`config.mk`:
```
export PLATFORM = sky130hd
export DESIGN_NAME = pc_sequencer
export DESIGN_NICKNAME = d
export VERILOG_FILES = /design/src/rtl/pc_sequencer.sv
export SDC_FILE = /design/constraint.sdc
export NUM_CORES = 1
export LEC_CHECK = 0
export BUFFER_PORTS_ARGS = -buffer_cell sky130_fd_sc_hd__buf_2
export CAP_MARGIN = 20
export CORE_MARGIN = 5
export CORE_UTILIZATION = 62
export DETAILED_ROUTE_END_ITERATION = 10
export PLACE_DENSITY_LB_ADDON = 0.05
export SLEW_MARGIN = 20
export SYNTH_ARGS = -nofsm -noshare
export SYNTH_HDL_FRONTEND = slang
export SYNTH_SLANG_ARGS = --single-unit
```
`constraint.sdc`:
```
create_clock -name clk -period 6.1 [get_ports clk]
set_input_delay 0 -clock clk [delete_from_list [all_inputs] [get_ports clk]]
set_output_delay 0 -clock clk [all_outputs]
set_load 0.1 [all_outputs]
```
`src/rtl/pc_sequencer.sv`:
```
// Program-counter sequencer for the fetch stage: increment, re-fetch, relative branch,
// absolute jump, interrupt vector, or multi-beat return address assembled from data memory.
module pc_sequencer #(
    parameter int unsigned       PC_W       = 32,
    parameter int unsigned       DATA_W     = 16,
    parameter logic [PC_W-1:0]   RESET_VEC  = PC_W'(32),
    parameter logic [PC_W-1:0]   INT_VEC    = '0,
    parameter bit                REL_SIGNED = 1'b1
) (
    input  logic              clk,
    input  logic              reset,
    input  logic              stall,
    input  logic [1:0]        pc_src,
    input  logic [DATA_W-1:0] alu_out,
    input  logic              int_req,
    input  logic              ret_start,
    input  logic [DATA_W-1:0] mem_data,
    input  logic              mem_valid,
    output logic [PC_W-1:0]   pc,
    output logic              ret_busy,
    output logic              int_ack
);

    localparam int unsigned BEATS = PC_W / DATA_W;
    localparam int unsigned CNT_W = (BEATS > 1) ? $clog2(BEATS) : 1;

    typedef enum logic [0:0] {
        RUN      = 1'b0,
        RET_LOAD = 1'b1
    } state_t;

    state_t            state, state_n;
    logic [PC_W-1:0]   pc_n;
    logic [PC_W-1:0]   ret_buf, ret_buf_n;
    logic [CNT_W-1:0]  beat_cnt, beat_cnt_n;
    logic              int_ack_n;
    logic [PC_W-1:0]   rel_ext;
    logic [PC_W-1:0]   ret_shift;

    assign rel_ext   = REL_SIGNED ? PC_W'($signed(alu_out)) : PC_W'(alu_out);
    // Truncating the concatenation drops the oldest word; with BEATS==1 this is just mem_data.
    assign ret_shift = PC_W'({ret_buf, mem_data});

    always_ff @(posedge clk) begin
        if (reset) begin
            state    <= RUN;
            pc       <= RESET_VEC;
            ret_buf  <= '0;
            beat_cnt <= '0;
            int_ack  <= 1'b0;
        end else begin
            state    <= state_n;
            pc       <= pc_n;
            ret_buf  <= ret_buf_n;
            beat_cnt <= beat_cnt_n;
            int_ack  <= int_ack_n;
        end
    end

    always_comb begin
        state_n    = state;
        pc_n       = pc;
        ret_buf_n  = ret_buf;
        beat_cnt_n = beat_cnt;
        int_ack_n  = 1'b0;
        if (int_req) begin
            // Interrupt wins in either state and discards any partial return address.
            state_n    = RUN;
            pc_n       = INT_VEC;
            ret_buf_n  = '0;
            beat_cnt_n = '0;
            int_ack_n  = 1'b1;
        end else begin
            unique case (state)
                RUN: begin
                    if (ret_start) begin
                        state_n    = RET_LOAD;
                        beat_cnt_n = '0;
                        ret_buf_n  = '0;
                    end else if (!stall) begin
                        unique case (pc_src)
                            2'b00: pc_n = pc + 1'b1;
                            2'b01: pc_n = pc + rel_ext;
                            2'b10: pc_n = pc - 1'b1;
                            2'b11: pc_n = PC_W'(alu_out);
                        endcase
                    end
                end
                RET_LOAD: begin
                    if (mem_valid) begin
                        if (beat_cnt == CNT_W'(BEATS - 1)) begin
                            pc_n       = ret_shift;
                            state_n    = RUN;
                            beat_cnt_n = '0;
                        end else begin
                            ret_buf_n  = ret_shift;
                            beat_cnt_n = beat_cnt + 1'b1;
                        end
                    end
                end
            endcase
        end
    end

    assign ret_busy = (state == RET_LOAD);

endmodule

```
==> metrics.txt <==
Worst Hold Endpoint=ret_buf[11]$_SDFFE_PP0P_; 1st-pass router iterations=6; cells along the critical path=buf_2, inv_1, ha_1, or3b_2, or3_1, nor2_1, nand2_1, a31oi_1, ha_1, a21o_1, a21o_1, a21oi_1, o21ai_0, a221oi_1, nand2_1, a31oi_1, xnor2_1, a31oi_1; Yosys reg bits=51; DRC=0; total congestion overflow=0; Synth Warn #=0; flop-to-flop setup slack=2.74 ns; net count of the mapped netlist=673; clock sink total=between 50 and 60; Mapped Avg Cell Area=between 7 and 8 sq um; antenna-violating nets left=0; CP max stage cell=a221oi_1; Distinct cells, synth=between 60 and 70; most numerous cell on the critical path=a31oi_1; CP Capture Type=flip-flop; commonest non-fill, non-tap cells in the layout=83 x a21oi_1, 73 x buf_2, 64 x nand2_1, 51 x dfxtp_1, 39 x nor2_1; Tcrit/Tclk final=65.8%; Synth area leaders=dfxtp_1 23%, ha_1 10%, a21oi_1 9.5%; fin area=slightly above 0.005 sq mm; Starting Density=between 60% and 70%; chip height=between 90 and 100 microns; R2R Path End=ret_buf[3]$_SDFFE_PP0P_; Slew HR=28.5%; min Tclk post-route=between 4 and 5 ns; first-pass GRT wire length=around 23000 microns; largest area contributor in the netlist=dfxtp_1; worst-case vdd ir drop=0.136 mV; Seq/Total Area, Yosys=23.0%; NumNets Final=approximately 740; Die W=about 95 microns; CTS Buffer Depth=2; Mapped Cells=596; P_leak=~2.2 nW; max_cap viols=0; Max Fclk=between 200 and 250 MHz; Slew @ Worst Pin=around 1.1 ns; # rows=30; most common cell after layout, fill and taps aside=a21oi_1; initial antenna violation count=0; First DRT Iteration DRCs=~440; CP Data Arrival Time=between 4 and 5 ns; Layout Skew=about 0.010 ns; hold path start=mem_data[11]; Total GRT Usage=32.5%; Crit path required time=6.27 ns; cts repair resizes=0; DP HPWL=10600 microns; Max stage delay on crit path=around 0.54 ns; Via-to-Cell Ratio=between 6 and 7; peak fanout along the critical path=8; # fillers=560; total CTS buffers=5; Die ar.=0.00897 sq mm; setup TNS=0 ns; Synth async-reset ratio=0%; layout cells sized above 1=between 10% and 20%; Root Driver=clkbuf_8; WHS Path Cells=3; pwr/cell area=between 150 and 200 mW/mm^2; Final Wtd Congestion=around 1.0; Post-CTS Setup Bufs=0; predominant post-synthesis flop cell=dfxtp_1; worst r2r path cells=6; via count=roughly 4900; status=complete, no violations; Routed Wire Length=14500 microns; Placeable Area=0.00687 sq mm; Setup CP Type=input pin to flip-flop; RSZ-0062 raised after global routing=no; synthesized cell area=approximately 0.0044 sq mm; Hold WC Path Type=input pin to flip-flop; CTS clk-pin slew, worst paths=between 0.1 and 0.15 ns; DP Area=a little under 0.005 sq mm; Reg-to-Reg Start=ret_busy$_SDFF_PP0_; pin count of the biggest net entering global routing=approximately 50; ant diodes=0; final hold viol count=0; Pwr Total=0.898 mW; final slew viol count=0; CTS tree=yes; vias in the first global route=between 4000 and 5000; EDFF count, synth=0; Synth top area share=a little under a quarter; Setup violations, final=0; I/O pin count=74; I/O Buffers=73; Skew-Pair Late Insertion Delay=approximately 0.32 ns; WL/cell=between 15 and 20 microns; Area growth, synth to finish=15.1%; crit start category=input pin; H-tree depth=2
[logic make-up after synthesis]
group | count (synthesis) | share of synthesized area, %
DFF | 51 | 23.0
and+or+nand+nor | 187 | 20.3
buffers and inverters | 54 | 4.61
AOI/OAI and AO/OA | 233 | 34.7
muxes | 4 | 0.957
adders and majority gates | 37 | 10.6
xor gates and xnor gates | 30 | 5.91
[worst max-delay path by stage]
stage / start / end / depth (start not counted)
final: alu_out[1] / pc[31]$_SDFFE_PP0P_ / 18
after global routing: alu_out[1] / pc[31]$_SDFFE_PP0P_ / 18
after CTS: pc_src[1] / pc[28]$_SDFFE_PP0P_ / 15
after detailed placement: pc_src[1] / pc[28]$_SDFFE_PP0P_ / 15
after global placement: pc_src[0] / pc[28]$_SDFFE_PP0P_ / 14
after floorplan: alu_out[0] / pc[31]$_SDFFE_PP0P_ / 17
[worst max-delay path: cells and delay by family]
family                   cells  cell delay (ns)
XOR/XNOR                     1             0.15
buffers and inverters        2             0.18
AO/OA/AOI/OAI                8             1.89
adder cells (fa/ha/maj)      2             0.50
AND/OR/NAND/NOR              5             1.47
[where the power goes]
part / switching (mW) / internal, mW / leakage (nW)
logic: 0.221 / 0.108 / 1.76
clock network: 0.137 / 0.0850 / 0.0491
registers: 0.00739 / 0.341 / 0.413
total: 0.365 / 0.533 / 2.22
[sequential cells by signal, summed over array words and instances, names as in the netlist]
register	cells
beat_cnt	1
int_ack	1
pc	32
ret_buf	16
ret_busy	1
[cells in the mapped netlist (all sizes together) (2+ instances only)]
master,count
a211o,4
a211oi,5
a21o,17
a21oi,85
a221oi,8
a311oi,2
a31oi,23
a41o,3
and2,3
and3,5
buf,6
clkbuf,29
dfxtp,51
ha,36
inv,18
mux2,2
mux2i,2
nand2,64
nand3,29
nand3b,3
nand4,6
nor2,40
nor2b,4
nor3,11
nor4,3
o2111ai,3
o211a,6
o211ai,17
o21a,7
o21ai,28
o21bai,5
o311ai,2
o31a,2
o31ai,4
o41ai,3
or2,3
or3,6
or3b,2
or4,2
xnor2,18
xor2,12
[metrics by stage]
step	utilization, %	hold WS (ns)	instances	worst slack, ns
floorplan	-	0.0716	596	2.59
global placement	70.5	0.193	734	2.02
detailed placement	70.5	0.198	734	1.84
CTS	74.2	0.00160	758	2.15
global route	74.5	0.00152	759	1.92
finish	74.5	0.00426	759	2.08
[layer usage]
metal  share of wire [%]  GRT usage (%)  up-vias
met5                   0              0        -
met4                 3.4           13.0        0
met3                 9.3           6.85       40
met2                  46           53.2      263
met1                  41           41.6     2253
li1                    -              -     2364
[final cells by class]
cell class	count	area [sq um]	area share, %
flip-flops and latches	51	1020	19.9
multi-input cells	491	3250	63.4
repair buffers	94	566	11.0
clock inverters	3	26.3	0.513
clock buffers	5	68.8	1.34
inverters	19	71.3	1.39
well taps	96	120	2.35
[what timing repair did]
action | CTS | global route
setup endpoints to repair | 0 | 0
hold buffers | 16 | 1
endpoints found under the hold margin | 16 | 1
Note: power is estimated with default switching activity, not from simulation.
